**src/rtl/if_fetch_ctrl_if.sv**
```systemverilog
`default_nettype none
// ============================================================================
// Module      : if_fetch_ctrl_if
// Description : Byte-wide req/ack memory read port used by the fetch
//               sequencer. The master issues the request and address. The
//               slave (memory) answers with ack and one data byte.
//               Signals:
//                 mem_req   request, held with mem_addr until ack
//                 mem_addr  byte address
//                 mem_ack   byte returned this cycle
//                 mem_rdata returned byte
// Revision    : 1.0 - initial release
// ============================================================================
interface if_fetch_ctrl_if #(
    parameter int ADDR_W = 32
) ();
    logic              mem_req;
    logic [ADDR_W-1:0] mem_addr;
    logic              mem_ack;
    logic [7:0]        mem_rdata;

    modport master (
        output mem_req,
        output mem_addr,
        input  mem_ack,
        input  mem_rdata
    );

    modport slave (
        input  mem_req,
        input  mem_addr,
        output mem_ack,
        output mem_rdata
    );
endinterface
`default_nettype wire

```
**src/rtl/if_fetch_ctrl.sv**
```systemverilog
`default_nettype none
// ============================================================================
// Module      : if_fetch_ctrl
// Description : Instruction-fetch sequencer. Owns the PC. Fetches each 32-bit
//               instruction as four little-endian byte reads and presents the
//               result and its PC to the decode stage. A jump from EX
//               overrides everything else in the cycle it is seen.
//               Ports:
//                 clk        rising-edge clock
//                 rst        asynchronous reset, active low
//                 stall      decode not ready; hold presented instruction
//                 jump       redirect request
//                 jump_addr  redirect target (low two bits ignored)
//                 mem        byte memory port (master side)
//                 pc         address of instruction being fetched
//                 if_valid   if_inst/if_pc hold a complete instruction
//                 if_pc      PC of if_inst
//                 if_inst    assembled instruction
// Revision    : 1.0 - initial release
// ============================================================================
module if_fetch_ctrl #(
    parameter int              ADDR_W   = 32,
    parameter logic [ADDR_W-1:0] RESET_PC = '0
) (
    input  logic              clk,
    input  logic              rst,
    input  logic              stall,
    input  logic              jump,
    input  logic [ADDR_W-1:0] jump_addr,
    if_fetch_ctrl_if.master   mem,
    output logic [ADDR_W-1:0] pc,
    output logic              if_valid,
    output logic [ADDR_W-1:0] if_pc,
    output logic [31:0]       if_inst
);

    localparam logic [1:0] S_IDLE = 2'd0;
    localparam logic [1:0] S_REQ  = 2'd1;
    localparam logic [1:0] S_HOLD = 2'd2;

    localparam logic [ADDR_W-1:0] c_align_mask = {{(ADDR_W-2){1'b1}}, 2'b00};

    logic [1:0]        r_state;
    logic [1:0]        w_state_nxt;
    logic [ADDR_W-1:0] r_pc;
    logic [1:0]        r_cnt;
    logic [23:0]       r_buf;
    logic              r_if_valid;
    logic [ADDR_W-1:0] r_if_pc;
    logic [31:0]       r_if_inst;

    logic              w_mem_req;
    logic              w_ack;
    logic              w_last;
    logic [ADDR_W-1:0] w_jump_pc;

    // Masking keeps every bit of jump_addr in use while word-aligning it.
    assign w_jump_pc = jump_addr & c_align_mask;
    // Ack outside S_REQ carries no meaning and is ignored.
    assign w_ack     = w_mem_req & mem.mem_ack;
    assign w_last    = w_ack & (r_cnt == 2'd3);

    // ---------------- FSM: state register ----------------
    always_ff @(posedge clk or negedge rst) begin
        if (!rst) begin
            r_state <= S_IDLE;
        end else begin
            r_state <= w_state_nxt;
        end
    end

    // ---------------- FSM: next state ----------------
    always_comb begin
        w_state_nxt = r_state;
        if (jump) begin
            w_state_nxt = S_REQ;
        end else begin
            case (r_state)
                S_IDLE:  w_state_nxt = S_REQ;
                S_REQ:   if (w_last) w_state_nxt = S_HOLD;
                S_HOLD:  if (!stall) w_state_nxt = S_REQ;
                default: w_state_nxt = S_IDLE;
            endcase
        end
    end

    // ---------------- FSM: outputs ----------------
    // Decoded purely from state so an async reset drops the request at once.
    always_comb begin
        w_mem_req = (r_state == S_REQ);
    end

    assign mem.mem_req  = w_mem_req;
    assign mem.mem_addr = r_pc + {{(ADDR_W-2){1'b0}}, r_cnt};

    // ---------------- Datapath ----------------
    always_ff @(posedge clk or negedge rst) begin
        if (!rst) begin
            r_pc       <= RESET_PC;
            r_cnt      <= 2'd0;
            r_buf      <= 24'd0;
            r_if_valid <= 1'b0;
            r_if_pc    <= '0;
            r_if_inst  <= 32'd0;
        end else if (jump) begin
            // Any byte or completion arriving alongside a jump is dropped.
            r_pc       <= w_jump_pc;
            r_cnt      <= 2'd0;
            r_if_valid <= 1'b0;
        end else if (w_ack) begin
            case (r_cnt)
                2'd0:    r_buf[7:0]   <= mem.mem_rdata;
                2'd1:    r_buf[15:8]  <= mem.mem_rdata;
                2'd2:    r_buf[23:16] <= mem.mem_rdata;
                default: begin
                    r_if_inst  <= {mem.mem_rdata, r_buf};
                    r_if_pc    <= r_pc;
                    r_if_valid <= 1'b1;
                    r_pc       <= r_pc + {{(ADDR_W-3){1'b0}}, 3'd4};
                end
            endcase
            r_cnt <= r_cnt + 2'd1;
        end else if ((r_state == S_HOLD) && !stall) begin
            r_if_valid <= 1'b0;
        end
    end

    assign pc       = r_pc;
    assign if_valid = r_if_valid;
    assign if_pc    = r_if_pc;
    assign if_inst  = r_if_inst;

endmodule
`default_nettype wire

```
**src/flat_wrapper.sv**
```systemverilog
// flat-port wrapper written by rule: the top's interface ports become plain ports
module if_fetch_ctrl_flat 
#(
    parameter int              ADDR_W   = 32,
    parameter logic [ADDR_W-1:0] RESET_PC = '0
)
  (clk, rst, stall, jump, jump_addr, pc, if_valid, if_pc, if_inst, mem_mem_req, mem_mem_addr, mem_mem_ack, mem_mem_rdata);
  if_fetch_ctrl_if #(.ADDR_W(ADDR_W)) mem_i ();
  input  logic clk;
  input  logic rst;
  input  logic stall;
  input  logic jump;
  input  logic [ADDR_W-1:0] jump_addr;
  output logic [ADDR_W-1:0] pc;
  output logic if_valid;
  output logic [ADDR_W-1:0] if_pc;
  output logic [31:0] if_inst;
  output wire logic [$bits(mem_i.mem_req)-1:0] mem_mem_req;
  output wire logic [$bits(mem_i.mem_addr)-1:0] mem_mem_addr;
  input wire logic [$bits(mem_i.mem_ack)-1:0] mem_mem_ack;
  input wire logic [$bits(mem_i.mem_rdata)-1:0] mem_mem_rdata;
  assign mem_mem_req = mem_i.mem_req;
  assign mem_mem_addr = mem_i.mem_addr;
  assign mem_i.mem_ack = mem_mem_ack;
  assign mem_i.mem_rdata = mem_mem_rdata;
  if_fetch_ctrl #(.ADDR_W(ADDR_W), .RESET_PC(RESET_PC)) u_core (.clk(clk), .rst(rst), .stall(stall), .jump(jump), .jump_addr(jump_addr), .mem(mem_i), .pc(pc), .if_valid(if_valid), .if_pc(if_pc), .if_inst(if_inst));
endmodule
```
**config.mk**
```make
export PLATFORM = sky130hd
export DESIGN_NAME = if_fetch_ctrl_flat
export DESIGN_NICKNAME = d
export VERILOG_FILES = /design/src/rtl/if_fetch_ctrl_if.sv /design/src/rtl/if_fetch_ctrl.sv /design/src/flat_wrapper.sv
export SDC_FILE = /design/constraint.sdc
export NUM_CORES = 1
export LEC_CHECK = 0
export CORE_UTILIZATION = 40
export CTS_BUF_LIST = sky130_fd_sc_hd__clkbuf_16
export DETAILED_ROUTE_END_ITERATION = 10
export GPL_TIMING_DRIVEN = 0
export PLACE_DENSITY = 0.74
export RECOVER_POWER = 50
export SYNTH_ARGS = -nofsm -noshare
export SYNTH_HDL_FRONTEND = slang
export SYNTH_SLANG_ARGS = --single-unit
```
**constraint.sdc**
```tcl
create_clock -name clk -period 2.5 [get_ports clk]
set_clock_uncertainty 0.15 [all_clocks]
set_input_delay 0.5 -clock clk [delete_from_list [all_inputs] [get_ports clk]]
set_output_delay 0.5 -clock clk [all_outputs]
set_load 0.1 [all_outputs]
```
==> results of run 1 <==
cell type report:
class	instances	share of cell area [%]
Sequential cell	121	39.0
Multi-Input combinational cell	276	27.1
Timing Repair Buffer	172	19.7
Clock buffer	17	5.40
Buffer	56	3.21
Tap cell	176	2.80
Clock inverter	14	2.32
Inverter	8	0.381
Antenna cell	1	0.0318
where the power goes:
group,switching (uW),internal [uW],total (uW)
clock,863,1650,2510
sequential,250,2340,2600
combinational,2550,638,3190
critical path, delay by kind of cell (launching register included):
kind,cells,cell delay (ns)
buf+inv,2,0.94
flops,1,0.44
flip-flops by register name (all words and copies together) (netlist names):
signal,count
u_core.if_inst,32
u_core.if_pc,30
u_core.if_valid,1
u_core.pc,30
u_core.r_buf,24
u_core.r_cnt,2
u_core.r_state,2
final timing paths:
check,startpoint,endpoint,slack [ns],cells past startpoint
max in group asynchronous,rst,u_core.pc[6]$_DFFE_PN0P_,0.63,3
worst max register to register,u_core.r_cnt[0]$_DFFE_PN0P_,u_core.pc[31]$_DFFE_PN0P_,0.11,6
worst max-delay path,u_core.pc[2]$_DFFE_PN0P_,mem_mem_addr[2],0.05,2
min in group asynchronous,rst,u_core.r_buf[12]$_DFFE_PN0P_,0.61,2
worst min register to register,u_core.if_inst[20]$_DFFE_PN0P_,u_core.if_inst[20]$_DFFE_PN0P_,0.35,1
worst min-delay path,mem_mem_ack,u_core.r_state[1]$_DFFE_PN0P_,0.33,3
layout by cell type (no fill, tap or decap), types with 5 or more instances in the layout:
cell             instances
nor2_1                  21
dfrtp_1                 97
inv_1                    9
dfrtp_2                 19
o31ai_1                 12
nand4_1                 11
dfrtp_4                  5
clkbuf_1                39
ha_1                     5
nand2_1                 33
nand3_1                 13
clkbuf_2                20
clkdlybuf4s50_1         39
dlygate4sd2_1          101
buf_4                    7
clkbuf_16               17
clkdlybuf4s15_1          8
xor2_1                   6
and4_1                   5
o21ai_0                 16
mux2_2                  86
xnor2_1                  5
or4_1                   16
a31oi_1                 16
clkdlybuf4s15_2          7
cells by family (layout without fill, tap and decap cells):
family	count (synthesis)	in the layout	synth area share (%)
xor gates and xnor gates	11	11	1.78
other	1	5	0.0695
AOI/OAI and AO/OA	50	50	5.66
muxes	87	87	18.1
DFF	121	121	56.1
adders and majority gates	6	6	1.39
and+or+nand+nor	118	118	11.8
buffers and inverters	66	267	5.05
stage by stage:
step,cell area (um^2),setup slack (ns)
after floorplan,5490,0.00410
after global placement,7380,-4.64
after detailed placement,7410,-0.506
after CTS,7900,0.00732
after global routing,7870,0.000478
final,7870,0.0534
routing by layer:
layer  part of all wire [%]  track usage [%]  wire (um)
met5                      0                0          0
met4                    1.6             8.33        232
met3                    5.6             6.13        799
met2                     50             35.3       7020
met1                     43             26.2       6110
timing repair:
action                                  CTS  global route
gates resized for setup                 146            25
hold buffers                              1             0
endpoints found under the hold margin    33             0
endpoints found under the setup margin  138            66
buffers inserted                          1             2
pin swaps                                 0             1
==> impl_metrics.env, run 1 <==
export IMPL_grt_antenna_before_repair=1
export IMPL_drtIter0Drc=208
export IMPL_worstPathRequired_ns=1.85
export IMPL_cp_start_kind="register"
export IMPL_grt_pass1_vias=4461
export IMPL_slowest_delay_ns=0.84
export IMPL_setup_viol=0
export IMPL_clk_latency_ns=0.41
export IMPL_seq_area_frac_synth_pct=56.1
export IMPL_wl_per_cell_um=16.8
export IMPL_seqCellArea_um2=3070
export IMPL_yosysWarnings=0
export IMPL_num_nets_final=703
export IMPL_grt_max_degree=89
export IMPL_clk_root_buffer_cell="clkbuf_16"
export IMPL_tritoncts="done"
export IMPL_via_per_inst=5.17
export IMPL_dieArea_um2=14000
export IMPL_fin_setup_tns_ns=0
export IMPL_slew_headroom_pct=21.7
export IMPL_grt_pass1_wl_um=23100
export IMPL_place_hpwl_um=9950
export IMPL_top_level_ports=175
export IMPL_htreeDepth=4
export IMPL_grt_overflow=0
export IMPL_dieHeight_um=118
export IMPL_cts_sinks=121
export IMPL_place_congestion=0.779
export IMPL_clkSlewWorstSetupHoldPaths_ns=0.05
export IMPL_min_path_type="input pin to register"
export IMPL_path_class="register to output port"
export IMPL_synth_edf_count=0
export IMPL_syn_inst=460
export IMPL_synth_area_leaders="dfrtp_1, mux2_2, clkbuf_1, or4_1, nand2_1"
export IMPL_core_um2=13200
export IMPL_routed_wl_um=14200
export IMPL_synth_top_area_share_pct=56.1
export IMPL_drc_errors=0
export IMPL_endpoint_kind="output port"
export IMPL_path_cells="clkbuf_1, dlygate4sd2_1"
export IMPL_hold_slack_ns=0.329
export IMPL_cts_buffers=17
export IMPL_rsz0062_at_grt="false"
export IMPL_status="finished, final reports clean"
export IMPL_hold_viol=0
export IMPL_syn_to_final_growth_pct=45.8
export IMPL_start_util_pct=40.9
export IMPL_detail_route_antenna_nets=0
export IMPL_portBuffers=167
export IMPL_cpMaxStageDelayCell="dlygate4sd2_1"
export IMPL_async_flop_share_pct=100
export IMPL_drive_above_1_share_pct=27.3
export IMPL_layout_min_cycle_time_ns=2.45
export IMPL_maxCapViolCount=0
export IMPL_num_vias=4345
export IMPL_finalNonFillerCells=841
export IMPL_period_share_pct=97.9
export IMPL_p_leak_uw=0.00377
export IMPL_yosysMostFrequentCell="dfrtp_1"
export IMPL_arrival_ns=1.80
export IMPL_vdd_drop_max_mv=0.654
export IMPL_place_inst=807
export IMPL_syn_area_um2=5400
export IMPL_syn_avg_cell_area_um2=11.7
export IMPL_critical_path_max_fanout=8
export IMPL_yosys_top_cells_count="dfrtp_1, mux2_2, clkbuf_1, nand2_1, nor2_1"
export IMPL_first_pass_iters=5
export IMPL_slew_violations=0
export IMPL_grtUsageTotal_pct=21.3
export IMPL_yosys_area_top_type="dfrtp_1"
export IMPL_synth_seq_cells=121
export IMPL_die_w_um=118
export IMPL_finalPower_uw=8290
export IMPL_n_fill_cell=1126
export IMPL_ys_types=34
export IMPL_multiInputGateArea_um2=2140
export IMPL_clock_fmax_ghz=0.409
export IMPL_ys_flop_type="dfrtp_1"
export IMPL_pwr_density_cell_nw_per_um2=1050
export IMPL_clk_path_buf_depth=2
export IMPL_tightest_slew_ns=1.18
export IMPL_rows=42
export IMPL_post_route_util_pct=59.7
Note: power is estimated with default switching activity, not from simulation.
==> run 2: changes to the inputs <==
- GPL_ROUTABILITY_DRIVEN: unset -> 0
==> results of run 2 <==
No change in the layout: final DEF, timing and power equal those of run 1.
==> run 3: changes to the inputs <==
- CORE_MARGIN: unset -> 2
- PLACE_DENSITY: 0.74 -> 0.85
==> impl_metrics.env, run 3 (same netlist as run 1, synthesis figures left out) <==
export IMPL_status="finished, final reports clean"
export IMPL_p_leak_uw=0.00375
export IMPL_maxCapViolCount=0
export IMPL_arrival_ns=1.81
export IMPL_grt_antenna_before_repair=0
export IMPL_drive_above_1_share_pct=27.6
export IMPL_clock_fmax_ghz=0.406
export IMPL_vdd_drop_max_mv=0.636
export IMPL_top_level_ports=175
export IMPL_slowest_delay_ns=0.89
export IMPL_grt_overflow=0
export IMPL_num_nets_final=706
export IMPL_detail_route_antenna_nets=0
export IMPL_clk_root_buffer_cell="clkbuf_16"
export IMPL_clk_latency_ns=0.41
export IMPL_slew_violations=0
export IMPL_cts_buffers=17
export IMPL_setup_viol=0
export IMPL_path_class="register to output port"
export IMPL_grt_pass1_vias=4655
export IMPL_drtIter0Drc=233
export IMPL_worstPathRequired_ns=1.85
export IMPL_hold_viol=0
export IMPL_cp_start_kind="register"
export IMPL_pwr_density_cell_nw_per_um2=1040
export IMPL_cts_sinks=121
export IMPL_place_hpwl_um=10600
export IMPL_core_um2=13200
export IMPL_tritoncts="done"
export IMPL_htreeDepth=4
export IMPL_grtUsageTotal_pct=21.1
export IMPL_min_path_cells=1
export IMPL_start_util_pct=40.9
export IMPL_critical_path_max_fanout=7
export IMPL_clkSlewWorstSetupHoldPaths_ns=0.05
export IMPL_clk_path_buf_depth=2
export IMPL_largest_register_ffs=32
export IMPL_min_path_type="register to register"
export IMPL_die_w_um=120
export IMPL_rsz0062_at_grt="false"
export IMPL_via_per_inst=5.17
export IMPL_dieHeight_um=120
export IMPL_place_area_um2=7410
export IMPL_rows=42
export IMPL_portBuffers=167
export IMPL_layout_common_cells="dlygate4sd2_1, dfrtp_1, mux2_2, clkbuf_1, clkdlybuf4s50_1"
export IMPL_tightest_slew_ns=1.17
export IMPL_post_route_util_pct=59.5
export IMPL_crit_cells=1
export IMPL_path_cells="clkdlybuf4s15_1"
export IMPL_routed_wl_um=14600
export IMPL_endpoint_kind="output port"
export IMPL_first_pass_iters=4
export IMPL_reg2reg_depth=6
export IMPL_final_cell_area_um2=7850
export IMPL_wl_per_cell_um=17.4
export IMPL_syn_to_final_growth_pct=45.4
export IMPL_num_vias=4356
export IMPL_cp_top_family="buffers and inverters"
export IMPL_drc_errors=0
export IMPL_antenna_cells=0
export IMPL_layout_min_cycle_time_ns=2.46
export IMPL_grt_pass1_wl_um=23600
export IMPL_layout_commonest_cell="dlygate4sd2_1"
export IMPL_n_fill_cell=1076
export IMPL_period_share_pct=98.5
export IMPL_grt_max_degree=67
export IMPL_dieArea_um2=14400
export IMPL_cpMaxStageDelayCell="clkdlybuf4s15_1"
export IMPL_slew_headroom_pct=22.1
export IMPL_path_buf_inv=1
-- run 3: path summary, 6_finish.rpt --
check	startpoint	to	slack (ns)
max in group asynchronous	rst	u_core.pc[4]$_DFFE_PN0P_	0.34
hold / removal	u_core.r_buf[1]$_DFFE_PN0P_	u_core.r_buf[1]$_DFFE_PN0P_	0.35
setup reg to reg	u_core.r_cnt[0]$_DFFE_PN0P_	u_core.pc[27]$_DFFE_PN0P_	0.08
setup / recovery	u_core.pc[29]$_DFFE_PN0P_	pc[29]	0.04
min in group asynchronous	rst	u_core.if_pc[30]$_DFFE_PN0P_	0.47
hold reg to reg	u_core.r_buf[1]$_DFFE_PN0P_	u_core.r_buf[1]$_DFFE_PN0P_	0.35
-- run 3: routing by layer --
layer,track usage [%],wire [um],vias up,part of all wire [%]
met2,35.5,7420,171,51
met1,25.6,6130,2159,42
met4,7.28,160,0,1.1
met3,6.46,941,16,6.4
met5,0,0,-,0
li1,-,-,2010,-
-- run 3: cell type report --
type / instances / area, um^2 / area share [%]
flip-flops and latches: 121 / 3070 / 39.1
multi-input cells: 276 / 2130 / 27.2
repair buffers: 174 / 1560 / 19.8
clock buffers: 17 / 425 / 5.42
plain buffers: 57 / 263 / 3.35
well taps: 176 / 220 / 2.81
clock inverters: 14 / 151 / 1.93
inverters: 8 / 30.0 / 0.383
-- run 3: repair_timing --
action | in CTS | in global routing
hold endpoints to repair | 55 | 0
resized for setup | 151 | 28
pin swaps | 2 | 2
buffers inserted | 3 | 2
setup endpoints to repair | 163 | 52
hold buffers | 1 | 0
-- run 3: report_power, final --
| group | leakage, uW | internal [uW] | switching, uW | total (uW) |
|---|---|---|---|---|
| logic | 0.00196 | 643 | 2560 | 3200 |
| clock network | 0.000268 | 1460 | 912 | 2380 |
| registers | 0.00152 | 2340 | 250 | 2590 |
-- run 3: metrics by stage --
| stage | std cells | setup TNS (ns) | worst slack (ns) | total power [uW] | hold WS [ns] |
|---|---|---|---|---|---|
| after global routing | 843 | 0 | 0.00105 | 8460 | 0.365 |
| after global placement | 806 | -482.94 | -4.50 | 5970 | 0.332 |
| after detailed placement | 807 | -30.80 | -0.545 | 6050 | 0.340 |
| after CTS | 842 | 0 | 0.00292 | 8240 | 0.350 |
| final | 843 | 0 | 0.0385 | 8170 | 0.348 |
| after floorplan | 463 | 0 | 0.00410 | 5170 | 0.0544 |
